$ cat config.mk
export PLATFORM = sky130hd
export DESIGN_NAME = servo_sequencer
export DESIGN_NICKNAME = d
export VERILOG_FILES = /design/src/rtl/servo_sequencer.sv
export SDC_FILE = /design/constraint.sdc
export NUM_CORES = 1
export LEC_CHECK = 0
export ABC_AREA = 1
export CAP_MARGIN = 20
export CORE_MARGIN = 2
export CORE_UTILIZATION = 45
export CTS_BUF_LIST = sky130_fd_sc_hd__clkbuf_8
export CTS_CLUSTER_DIAMETER = 100
export DETAILED_ROUTE_END_ITERATION = 8
export PLACE_DENSITY = 0.62
export SETUP_SLACK_MARGIN = 0.02
export SYNTH_ARGS = -nofsm -noshare
export SYNTH_HDL_FRONTEND = slang
export SYNTH_SLANG_ARGS = --single-unit
export TNS_END_PERCENT = 20
$ cat constraint.sdc
create_clock -name clk -period 7 [get_ports clk]
set_input_delay 1.05 -clock clk [delete_from_list [all_inputs] [get_ports clk]]
set_output_delay 1.05 -clock clk [all_outputs]
set_load 0.05 [all_outputs]
$ cat src/rtl/servo_sequencer.sv
// servo_sequencer: N-channel servo controller driven by opcode/channel/position
// instructions over a valid/ready handshake.  A shared frame counter produces
// one PWM output per channel.  Each enabled channel slews toward its target by
// at most SLEW_STEP positions per frame and pulses done_mask on arrival.
//
// Ports:
//   clk, reset            clock, synchronous active-high reset
//   instr_valid/ready     instruction handshake (one instruction per 2 cycles)
//   instr_op              00 STOP, 01 MOVE, 10 EXTEND, 11 RETRACT
//   instr_ch              target channel
//   instr_pos             MOVE target position
//   servo_out[NUM_CH]     PWM outputs
//   ch_busy[NUM_CH]       channel enabled with a command pending
//   done_mask[NUM_CH]     one-cycle pulse per channel on command completion
//   err                   one-cycle pulse when an instruction is rejected
module servo_sequencer #(
  parameter int unsigned NUM_CH        = 2,
  parameter int unsigned POS_W         = 8,
  parameter int unsigned PERIOD_CYCLES = 1500000,
  parameter int unsigned MIN_PULSE     = 50000,
  parameter int unsigned STEP_CYCLES   = 196,
  parameter int unsigned SLEW_STEP     = 8,
  localparam int unsigned CH_W         = (NUM_CH > 1) ? $clog2(NUM_CH) : 1,
  localparam int unsigned CNT_W        = $clog2(PERIOD_CYCLES)
) (
  input  logic              clk,
  input  logic              reset,
  input  logic              instr_valid,
  output logic              instr_ready,
  input  logic [1:0]        instr_op,
  input  logic [CH_W-1:0]   instr_ch,
  input  logic [POS_W-1:0]  instr_pos,
  output logic [NUM_CH-1:0] servo_out,
  output logic [NUM_CH-1:0] ch_busy,
  output logic [NUM_CH-1:0] done_mask,
  output logic              err
);

  // The longest pulse must fit inside one frame.
  if (MIN_PULSE + ((2 ** POS_W) - 1) * STEP_CYCLES >= PERIOD_CYCLES) begin : g_bad_timing
    $error("servo_sequencer: maximum pulse does not fit in PERIOD_CYCLES");
  end

  typedef enum logic {ST_IDLE, ST_DISPATCH} state_e;
  typedef enum logic [1:0] {OP_STOP = 2'b00, OP_MOVE = 2'b01,
                            OP_EXTEND = 2'b10, OP_RETRACT = 2'b11} op_e;

  localparam logic [POS_W-1:0] POS_MID = POS_W'(1) << (POS_W - 1);
  localparam logic [POS_W-1:0] POS_MAX = '1;

  state_e             state_q, state_d;
  logic               ready_q, ready_d;
  logic [CNT_W-1:0]   count_q, count_d;
  op_e                op_q, op_d;
  logic [CH_W-1:0]    ch_q, ch_d;
  logic [POS_W-1:0]   pos_q, pos_d;

  logic [POS_W-1:0]   cur_q [NUM_CH];
  logic [POS_W-1:0]   cur_d [NUM_CH];
  logic [POS_W-1:0]   tgt_q [NUM_CH];
  logic [POS_W-1:0]   tgt_d [NUM_CH];
  logic [CNT_W-1:0]   pulse_len_q [NUM_CH];
  logic [CNT_W-1:0]   pulse_len_d [NUM_CH];
  logic [NUM_CH-1:0]  enable_q, enable_d;
  logic [NUM_CH-1:0]  pending_q, pending_d;

  logic [NUM_CH-1:0]  servo_q, servo_d;
  logic [NUM_CH-1:0]  busy_q, busy_d;
  logic [NUM_CH-1:0]  done_q, done_d;
  logic               err_q, err_d;

  logic               boundary;
  logic               dispatch;
  logic               bad_ch;
  logic [POS_W-1:0]   cur_nx;

  always_comb begin
    state_d     = state_q;
    ready_d     = ready_q;
    op_d        = op_q;
    ch_d        = ch_q;
    pos_d       = pos_q;
    cur_d       = cur_q;
    tgt_d       = tgt_q;
    pulse_len_d = pulse_len_q;
    enable_d    = enable_q;
    pending_d   = pending_q;
    servo_d     = '0;
    busy_d      = '0;
    done_d      = '0;
    err_d       = 1'b0;
    cur_nx      = '0;

    count_d  = (count_q == CNT_W'(PERIOD_CYCLES - 1)) ? '0 : count_q + CNT_W'(1);
    boundary = (count_q == '0);
    dispatch = (state_q == ST_DISPATCH);
    bad_ch   = (32'(ch_q) >= NUM_CH);

    case (state_q)
      ST_IDLE: begin
        ready_d = 1'b1;
        if (instr_valid && ready_q) begin
          op_d    = op_e'(instr_op);
          ch_d    = instr_ch;
          pos_d   = instr_pos;
          state_d = ST_DISPATCH;
          ready_d = 1'b0;
        end
      end
      ST_DISPATCH: begin
        state_d = ST_IDLE;
        ready_d = 1'b1;
      end
      default: begin
        state_d = ST_IDLE;
        ready_d = 1'b0;
      end
    endcase

    err_d = dispatch && bad_ch;

    for (int unsigned i = 0; i < NUM_CH; i++) begin
      // Slew one frame's worth toward the target without overshooting.
      cur_nx = cur_q[i];
      if (cur_q[i] < tgt_q[i]) begin
        if (SLEW_STEP == 0 || 32'(tgt_q[i] - cur_q[i]) <= SLEW_STEP) cur_nx = tgt_q[i];
        else cur_nx = cur_q[i] + POS_W'(SLEW_STEP);
      end else if (cur_q[i] > tgt_q[i]) begin
        if (SLEW_STEP == 0 || 32'(cur_q[i] - tgt_q[i]) <= SLEW_STEP) cur_nx = tgt_q[i];
        else cur_nx = cur_q[i] - POS_W'(SLEW_STEP);
      end

      if (boundary && enable_q[i]) begin
        cur_d[i]       = cur_nx;
        pulse_len_d[i] = CNT_W'(32'(MIN_PULSE) + 32'(cur_nx) * 32'(STEP_CYCLES));
        if (pending_q[i] && cur_nx == tgt_q[i]) begin
          done_d[i]    = 1'b1;
          pending_d[i] = 1'b0;
        end
      end

      // A dispatch landing on a boundary overrides that boundary's completion:
      // the superseded command never reports done.
      if (dispatch && !bad_ch && 32'(ch_q) == i) begin
        done_d[i] = 1'b0;
        case (op_q)
          OP_STOP: begin
            enable_d[i]    = 1'b0;
            pending_d[i]   = 1'b0;
            pulse_len_d[i] = '0;
          end
          OP_MOVE: begin
            tgt_d[i]     = pos_q;
            enable_d[i]  = 1'b1;
            pending_d[i] = 1'b1;
          end
          OP_EXTEND: begin
            tgt_d[i]     = POS_MAX;
            enable_d[i]  = 1'b1;
            pending_d[i] = 1'b1;
          end
          default: begin
            tgt_d[i]     = '0;
            enable_d[i]  = 1'b1;
            pending_d[i] = 1'b1;
          end
        endcase
      end

      // Compare against the next-state enable and pulse length so a STOP cuts
      // the pulse the cycle after DISPATCH and a fresh frame's pulse is full
      // length.  pulse_len stays 0 while disabled, so a channel enabled
      // mid-frame waits for the next boundary.
      servo_d[i] = enable_d[i] && (count_q < pulse_len_d[i]);
      busy_d[i]  = enable_d[i] && pending_d[i];
    end
  end

  always_ff @(posedge clk) begin
    if (reset) begin
      state_q   <= ST_IDLE;
      ready_q   <= 1'b0;
      count_q   <= '0;
      op_q      <= OP_STOP;
      ch_q      <= '0;
      pos_q     <= '0;
      for (int unsigned i = 0; i < NUM_CH; i++) begin
        cur_q[i]       <= POS_MID;
        tgt_q[i]       <= POS_MID;
        pulse_len_q[i] <= '0;
      end
      enable_q  <= '0;
      pending_q <= '0;
      servo_q   <= '0;
      busy_q    <= '0;
      done_q    <= '0;
      err_q     <= 1'b0;
    end else begin
      state_q     <= state_d;
      ready_q     <= ready_d;
      count_q     <= count_d;
      op_q        <= op_d;
      ch_q        <= ch_d;
      pos_q       <= pos_d;
      cur_q       <= cur_d;
      tgt_q       <= tgt_d;
      pulse_len_q <= pulse_len_d;
      enable_q    <= enable_d;
      pending_q   <= pending_d;
      servo_q     <= servo_d;
      busy_q      <= busy_d;
      done_q      <= done_d;
      err_q       <= err_d;
    end
  end

  assign instr_ready = ready_q;
  assign servo_out   = servo_q;
  assign ch_busy     = busy_q;
  assign done_mask   = done_q;
  assign err         = err_q;

endmodule

==> metrics.txt, run 1 <==
# TYPE chip_impl_metric gauge
chip_impl_info{name="run_status",value="complete, no violations"} 1
chip_impl_metric{name="synth.ff_latch_count",unit=""} 118
chip_impl_info{name="setup.worst_path.start_class",value="register"} 1
chip_impl_metric{name="worst-slew-pin-transition",unit="ns"} 0.953
chip_impl_metric{name="clkSinkCount",unit=""} 118
chip_impl_metric{name="synth-warning-count",unit=""} 0
chip_impl_metric{name="asyncSetResetFlopFracSynth",unit="%"} 0
chip_impl_info{name="grt_setup_unrepaired",value="false"} 1
chip_impl_metric{name="vias",unit=""} 9468
chip_impl_metric{name="num_antenna_cells",unit=""} 0
chip_impl_metric{name="required",unit="ns"} 7.35
chip_impl_metric{name="wl_per_cell",unit="um"} 14.1
chip_impl_metric{name="finalWirelength",unit="um"} 25400
chip_impl_metric{name="detail_route.iter0.violations",unit=""} 674
chip_impl_info{name="launch_instance_of_the_worst_min_delay_path",value="pulse_len_q[21]$_SDFF_PP0_"} 1
chip_impl_metric{name="finalMaxSlewViolations",unit=""} 0
chip_impl_info{name="timing.hold.worst_endpoint",value="pulse_len_q[21]$_SDFF_PP0_"} 1
chip_impl_metric{name="syn-mean-instance-area",unit="um^2"} 6.73
chip_impl_metric{name="grt_overflow",unit=""} 0
chip_impl_info{name="startpoint_to_endpoint_class_of_the_critical_path",value="register to register"} 1
chip_impl_metric{name="edff_count_synth",unit=""} 0
chip_impl_metric{name="clkLatencyLatePin",unit="ns"} 0.46
chip_impl_metric{name="period_minus_slack",unit="ns"} 6.61
chip_impl_metric{name="die_area",unit="um^2"} 23400
chip_impl_metric{name="antenna_left",unit=""} 0
chip_impl_metric{name="finalHoldViolations",unit=""} 0
chip_impl_info{name="crit_path_top_delay_cell",value="fa_1"} 1
chip_impl_metric{name="syn-instance-count",unit=""} 1485
chip_impl_metric{name="port_buffers",unit=""} 20
chip_impl_metric{name="pin_count",unit=""} 22
chip_impl_metric{name="ir_worst_vdd",unit="uV"} 119
chip_impl_metric{name="mappedNetlistNets",unit=""} 1642
chip_impl_metric{name="grt_pass1_vias",unit=""} 8840
chip_impl_info{name="most_prevalent_standard_cell_on_the_critical_path",value="ha_1"} 1
chip_impl_metric{name="detailed_place_hpwl",unit="um"} 19700
chip_impl_metric{name="die_height",unit="um"} 153
chip_impl_metric{name="slew_headroom",unit="%"} 36.2
chip_impl_metric{name="drv_cap",unit=""} 0
chip_impl_metric{name="finalClockSkew",unit="ns"} 0.0189
chip_impl_info{name="cts_root_buf",value="clkbuf_8"} 1
chip_impl_metric{name="detail_route.drc_violations",unit=""} 0
chip_impl_metric{name="cts_htree_levels",unit=""} 4
chip_impl_metric{name="grt_start_max_net_pins",unit=""} 63
chip_impl_info{name="setup.worst_path.end_class",value="register"} 1
chip_impl_metric{name="post_synth_num_cell_types",unit=""} 56
chip_impl_metric{name="slowest_delay",unit="ns"} 0.47
chip_impl_info{name="synth_ff_type",value="dfxtp_1"} 1
chip_impl_metric{name="seq_area_frac_synth",unit="%"} 23.6
chip_impl_info{name="synth_top_area_cell",value="dfxtp_1"} 1
chip_impl_metric{name="power_density",unit="nW/um^2"} 187
chip_impl_metric{name="postCtsHoldBufs",unit=""} 0
chip_impl_metric{name="core-area",unit="um^2"} 21800
chip_impl_metric{name="worst_r2r_path_depth",unit=""} 33
chip_impl_metric{name="totalPowerFinal",unit="mW"} 2.07
chip_impl_metric{name="groute.usage.overall",unit="%"} 22.1
chip_impl_metric{name="post_route_cells_drive_above_1_share",unit="%"} 8.91
chip_impl_metric{name="p_leak",unit="nW"} 5.52
chip_impl_info{name="crit-reg2reg-launch",value="cur_q[15]$_SDFFE_PP1P_"} 1
chip_impl_metric{name="first_pass_grt_wire_length",unit="um"} 42900
chip_impl_metric{name="min_period_over_period",unit="%"} 94.5
chip_impl_metric{name="num_rows",unit=""} 54
chip_impl_metric{name="num-nets-final",unit=""} 1672
chip_impl_metric{name="clock_buffer_count_from_cts",unit=""} 17
chip_impl_metric{name="min_path_cells",unit=""} 2
chip_impl_metric{name="clk_path_buf_depth",unit=""} 2
chip_impl_metric{name="achievable_freq",unit="GHz"} 0.151
chip_impl_metric{name="totalNegativeSetupSlack",unit="ns"} 0
chip_impl_info{name="cts_tree",value="done"} 1
chip_impl_metric{name="regToRegSetupSlack",unit="ns"} 0.39
chip_impl_metric{name="firstDrtPassIters",unit=""} 5
chip_impl_metric{name="timing.critical_path.arrival",unit="ns"} 6.96
chip_impl_metric{name="grt_antenna_before_repair",unit=""} 0
chip_impl_metric{name="finalSetupViolations",unit=""} 0
chip_impl_metric{name="die_width",unit="um"} 153
chip_impl_info{name="timing.rr.end",value="servo_out[0]$_SDFF_PP0_"} 1
chip_impl_metric{name="synth_area",unit="um^2"} 9990
chip_impl_info{name="post_synth_main_area_contributors",value="dfxtp_1 (24%), ha_1 (17%), nand2_1 (13%)"} 1
chip_impl_metric{name="path_max_fanout",unit=""} 12
chip_impl_metric{name="clk_pin_slew",unit="ns"} 0.08
chip_impl_metric{name="synth_top_area_share",unit="%"} 23.6
chip_impl_metric{name="fillCellCount",unit=""} 2245
chip_impl_metric{name="area_growth",unit="%"} 10.9
chip_impl_metric{name="detail_route.vias_per_cell",unit=""} 5.24
chip_impl_info{name="worstHoldPathType",value="register to register"} 1
chip_impl_metric{name="start_util",unit="%"} 45.8
chip_impl_metric{name="gp_routability_congestion",unit=""} 0.907
-- metrics by stage --
step	hold slack, ns	util (%)	worst slack (ns)	instances	cell area, um^2
after floorplan	0.424	-	1.02	1485	9990
final	0.447	50.8	0.385	1807	11100
after global routing	0.482	50.8	0.00259	1807	11100
after global placement	0.433	48.3	0.415	1773	10500
after CTS	0.452	50.4	0.188	1804	11000
after detailed placement	0.442	48.3	0.324	1773	10500
-- cells by family after synthesis --
group,count (synthesis),share of synthesized area (%)
buf+inv,230,8.97
xor+xnor,29,2.62
fa+ha+maj,143,18.4
simple gates,735,33.4
flops,118,23.6
other cells,1,0.0375
compound gates,229,12.9
-- metal layers --
layer / vias up / track usage [%] / wire [um]
met1: 4287 / 31.2 / 12900
met3: 32 / 3.63 / 987
met2: 181 / 35.0 / 11100
met5: - / 0 / 0
li1: 4968 / - / -
met4: 0 / 6.48 / 459
-- timing repair --
item | in CTS | in global routing
setup endpoints to repair | 0 | 1
gates resized for setup | 0 | 20
buffers inserted | 0 | 3
-- worst max-delay path: cells and delay by family (launching register included) --
| kind | cells | cell delay (ns) |
|---|---|---|
| compound gates | 8 | 1.18 |
| xor+xnor | 1 | 0.17 |
| fa+ha+maj | 7 | 2.41 |
| buf+inv | 5 | 0.67 |
| flops | 1 | 0.44 |
| simple gates | 12 | 1.63 |
-- cells in the final DEF, fill, tap and decap left out, types with 15 or more instances in the layout --
cell type        count
a21oi_1             94
buf_4               22
clkbuf_8            20
clkdlybuf4s50_1     19
dfxtp_1            114
ha_1               131
inv_1              189
nand2_1            335
nand3_1            128
nand4_1             38
nor2_1             152
nor3_1              15
o21ai_0             74
o21ai_1             16
xor2_1              21
-- flip-flops by register name (all words and copies together), names as in the netlist --
name / flops
ch_busy: 2
ch_q: 1
count_q: 21
cur_q: 16
dispatch: 1
done_mask: 2
enable_q: 2
instr_ready: 1
op_q: 2
pending_q: 2
pos_q: 8
pulse_len_q: 42
servo_out: 2
tgt_q: 16
-- cell type report --
type	instances	area (um^2)	area share, %
Multi-Input combinational cell	1137	6800	61.4
Sequential cell	118	2370	21.4
Inverter	199	749	6.76
Timing Repair Buffer	42	360	3.25
Tap cell	280	350	3.16
Clock buffer	20	275	2.48
Clock inverter	11	180	1.63
-- where the power goes --
part | total, mW | leakage (nW) | switching, mW | internal, mW
registers | 0.685 | 0.955 | 0.00639 | 0.679
logic | 0.651 | 4.33 | 0.404 | 0.247
clock network | 0.733 | 0.237 | 0.288 | 0.446
-- cell usage after synthesis (2+ instances only) --
| library cell | n |
|---|---|
| a211oi_1 | 3 |
| a21o_1 | 4 |
| a21oi_1 | 95 |
| a21oi_2 | 4 |
| a22o_1 | 2 |
| a311oi_1 | 2 |
| a31oi_1 | 2 |
| and2_1 | 2 |
| buf_1 | 3 |
| buf_2 | 3 |
| buf_4 | 3 |
| buf_6 | 2 |
| clkbuf_1 | 20 |
| clkinv_1 | 2 |
| dfxtp_1 | 118 |
| fa_1 | 6 |
| ha_1 | 137 |
| inv_1 | 188 |
| inv_2 | 8 |
| nand2_1 | 335 |
| nand2_2 | 14 |
| nand2_4 | 6 |
| nand3_1 | 128 |
| nand3_2 | 6 |
| nand3_4 | 2 |
| nand3b_1 | 2 |
| nand4_1 | 38 |
| nor2_1 | 153 |
| nor2_2 | 6 |
| nor2_4 | 6 |
| nor2_8 | 2 |
| nor3_1 | 15 |
| nor3b_1 | 2 |
| nor4_1 | 9 |
| o211ai_1 | 8 |
| o21a_1 | 4 |
| o21ai_0 | 75 |
| o21ai_1 | 15 |
| o21ai_2 | 3 |
| o21bai_1 | 3 |
| o221ai_1 | 3 |
| or2_2 | 6 |
| xnor2_1 | 7 |
| xor2_1 | 21 |
-- how the worst max path moves through the flow --
stage | endpoint | slack [ns] | from
after detailed placement | servo_out[0]$_SDFF_PP0_ | 0.32 | cur_q[11]$_SDFFE_PP0P_
final | servo_out[0]$_SDFF_PP0_ | 0.39 | cur_q[15]$_SDFFE_PP1P_
after CTS | servo_out[0]$_SDFF_PP0_ | 0.19 | cur_q[11]$_SDFFE_PP0P_
after global placement | servo_out[0]$_SDFF_PP0_ | 0.42 | cur_q[13]$_SDFFE_PP0P_
after floorplan | servo_out[0]$_SDFF_PP0_ | 1.02 | cur_q[11]$_SDFFE_PP0P_
after global routing | servo_out[0]$_SDFF_PP0_ | 0.003 | cur_q[10]$_SDFFE_PP0P_
No activity file was read; power rests on OpenSTA's default activity.
==> run 2, diff against run 1 <==
==> constraint.sdc (replaced) <==
create_clock -name clk -period 7.5 [get_ports clk]
set_input_delay 1.125 -clock clk [delete_from_list [all_inputs] [get_ports clk]]
set_output_delay 1.125 -clock clk [all_outputs]
set_load 0.05 [all_outputs]
==> run 2 against run 1 <==
Critical path depth up 4. Power down 9.5%. Global-route usage down 0.37 points. Core utilization down 0.97 points. Maximum frequency down 4.1%. Die area unchanged. Sequential share of layout area up 0.37 points. Hold slack about the same. Sequential power down 6.7%. Largest power group unchanged. Routed wire length down 2.1%. Combinational power down 10%.
==> metrics.txt, run 2 (synthesis results as in run 1) <==
# TYPE chip_impl_metric gauge
chip_impl_info{name="critPathTopFamily",value="adder cells"} 1
chip_impl_metric{name="area_growth",unit="%"} 8.83
chip_impl_info{name="grt_setup_unrepaired",value="false"} 1
chip_impl_metric{name="finalClockSkew",unit="ns"} 0.0148
chip_impl_metric{name="finalWorstSetupSlack",unit="ns"} 0.602
chip_impl_metric{name="port_buffers",unit=""} 20
chip_impl_metric{name="largest_register_ff_count",unit=""} 42
chip_impl_metric{name="clk_pin_slew",unit="ns"} 0.07
chip_impl_metric{name="postCtsSetupBuffers",unit=""} 0
chip_impl_info{name="layout_top_registers",value="pulse_len_q (42), count_q (21)"} 1
chip_impl_metric{name="post_dp_cell_area",unit="um^2"} 10400
chip_impl_metric{name="final_core_util",unit="%"} 49.8
chip_impl_metric{name="finalSetupViolations",unit=""} 0
chip_impl_metric{name="grt_start_max_net_pins",unit=""} 63
chip_impl_info{name="setup.worst_path.start_class",value="register"} 1
chip_impl_metric{name="num-nets-final",unit=""} 1654
chip_impl_info{name="layout_commonest_cell",value="nand2_1"} 1
chip_impl_info{name="most_prevalent_standard_cell_on_the_critical_path",value="nand2_1"} 1
chip_impl_metric{name="clock_buffer_count_from_cts",unit=""} 17
chip_impl_metric{name="die_area",unit="um^2"} 23400
chip_impl_metric{name="num_rows",unit=""} 54
chip_impl_info{name="cts_tree",value="done"} 1
chip_impl_metric{name="drv_cap",unit=""} 0
chip_impl_metric{name="clk_path_buf_depth",unit=""} 2
chip_impl_metric{name="firstDrtPassIters",unit=""} 6
chip_impl_info{name="setup.worst_path.end_class",value="register"} 1
chip_impl_metric{name="num_antenna_cells",unit=""} 0
chip_impl_metric{name="gp_routability_congestion",unit=""} 0.902
chip_impl_metric{name="groute.usage.overall",unit="%"} 21.8
chip_impl_metric{name="finalWirelength",unit="um"} 24900
chip_impl_metric{name="finalMaxSlewViolations",unit=""} 0
chip_impl_metric{name="worst-slew-pin-transition",unit="ns"} 1.02
chip_impl_metric{name="clkLatencyLatePin",unit="ns"} 0.45
chip_impl_metric{name="die_height",unit="um"} 153
chip_impl_metric{name="totalPowerFinal",unit="mW"} 1.87
chip_impl_metric{name="path_max_fanout",unit=""} 12
chip_impl_metric{name="final_cell_count_no_fill",unit=""} 1790
chip_impl_info{name="cts_root_buf",value="clkbuf_8"} 1
chip_impl_info{name="run_status",value="complete, no violations"} 1
chip_impl_metric{name="slew_headroom",unit="%"} 31.7
chip_impl_metric{name="cts_htree_levels",unit=""} 4
chip_impl_metric{name="ir_worst_vdd",unit="uV"} 119
chip_impl_metric{name="clkSinkCount",unit=""} 118
chip_impl_metric{name="slowest_delay",unit="ns"} 0.47
chip_impl_metric{name="grt_overflow",unit=""} 0
chip_impl_info{name="worstHoldPathType",value="register to register"} 1
chip_impl_metric{name="die_width",unit="um"} 153
chip_impl_metric{name="p_leak",unit="nW"} 5.40
chip_impl_metric{name="first_pass_grt_wire_length",unit="um"} 42400
chip_impl_metric{name="post_route_cells_drive_above_1_share",unit="%"} 7.15
chip_impl_metric{name="antenna_left",unit=""} 0
chip_impl_metric{name="dpl.cell_count",unit=""} 1758
chip_impl_metric{name="area_of_all_placed_cells_without_fillers",unit="um^2"} 10900
chip_impl_metric{name="timing.critical_path.arrival",unit="ns"} 7.25
chip_impl_metric{name="power_density",unit="nW/um^2"} 172
chip_impl_info{name="startpoint_to_endpoint_class_of_the_critical_path",value="register to register"} 1
chip_impl_metric{name="grt_antenna_before_repair",unit=""} 0
chip_impl_metric{name="detail_route.iter0.violations",unit=""} 639
chip_impl_metric{name="grt_pass1_vias",unit=""} 8759
chip_impl_metric{name="achievable_freq",unit="GHz"} 0.145
chip_impl_metric{name="detail_route.vias_per_cell",unit=""} 5.21
chip_impl_metric{name="fillCellCount",unit=""} 2276
chip_impl_metric{name="critPathBufInv",unit=""} 4
chip_impl_metric{name="core-area",unit="um^2"} 21800
chip_impl_metric{name="start_util",unit="%"} 45.8
chip_impl_metric{name="required",unit="ns"} 7.85
chip_impl_info{name="mostFrequentLayoutCells",value="nand2_1 (335), inv_1 (189), nor2_1 (153)"} 1
chip_impl_info{name="regMostFlops",value="pulse_len_q"} 1
chip_impl_metric{name="detailed_place_hpwl",unit="um"} 19500
chip_impl_metric{name="wl_per_cell",unit="um"} 13.9
chip_impl_metric{name="finalHoldViolations",unit=""} 0
chip_impl_metric{name="detail_route.drc_violations",unit=""} 0
chip_impl_metric{name="min_period_over_period",unit="%"} 92.0
chip_impl_metric{name="vias",unit=""} 9325
chip_impl_metric{name="period_minus_slack",unit="ns"} 6.90
chip_impl_info{name="crit_path_top_delay_cell",value="fa_1"} 1
chip_impl_metric{name="dpl_worst_slack",unit="ns"} 0.588
chip_impl_metric{name="timing.hold.ws",unit="ns"} 0.447
chip_impl_metric{name="totalNegativeSetupSlack",unit="ns"} 0
chip_impl_metric{name="pin_count",unit=""} 22
==> run 2: changes by cell type in the layout (fill, tap and decap cells not counted), moves of 2 or more <==
cell,previous run,this run
clkinvlp_4,1,3
buf_4,22,4
ha_1,131,135
ha_2,4,2
dfxtp_2,4,0
ha_4,2,0
dfxtp_1,114,118
==> run 2: where the power goes <==
part | internal, mW | total, mW | switching [mW]
Clock | 0.378 | 0.650 | 0.272
Combinational | 0.212 | 0.585 | 0.373
Sequential | 0.633 | 0.639 | 0.00588
Total | 1.22 | 1.87 | 0.651
==> run 2: worst min-delay path: cells and delay by family (launching register included) <==
family                 cells  cell delay (ns)
DFF                        1             0.30
and+or+nand+nor            1             0.05
buffers and inverters      1             0.06
==> run 2: worst paths after layout <==
check                           slack (ns)                          to  cells after the start                        from
worst max-delay path                  0.60     servo_out[0]$_SDFF_PP0_                     37      cur_q[11]$_SDFFE_PP0P_
worst max register to register        0.60     servo_out[0]$_SDFF_PP0_                     37      cur_q[11]$_SDFFE_PP0P_
worst min-delay path                  0.45  pulse_len_q[21]$_SDFF_PP0_                      2  pulse_len_q[21]$_SDFF_PP0_
worst min register to register        0.45  pulse_len_q[21]$_SDFF_PP0_                      2  pulse_len_q[21]$_SDFF_PP0_
==> run 2: area by class of cell <==
type | count | area (um^2) | share of cell area (%)
timing repair buffer | 24 | 225 | 2.07
sequential | 118 | 2360 | 21.7
clock buffer | 19 | 262 | 2.40
multi-input combinational | 1137 | 6750 | 62.0
inverter | 199 | 749 | 6.89
tap | 280 | 350 | 3.22
clock inverter | 13 | 179 | 1.65
==> run 2: repair_timing <==
item | CTS | global route
setup endpoints to repair | 0 | 1
hold buffers | 0 | 0
resized for setup | 0 | 3
==> run 2: routing by layer <==
metal	track usage, %	routed length, um	vias up	share of wire [%]
met1	30.9	12900	4221	52
met3	2.95	805	27	3.2
li1	-	-	4929	-
met4	5.82	406	0	1.6
met2	34.8	10800	148	43
met5	0	0	-	0
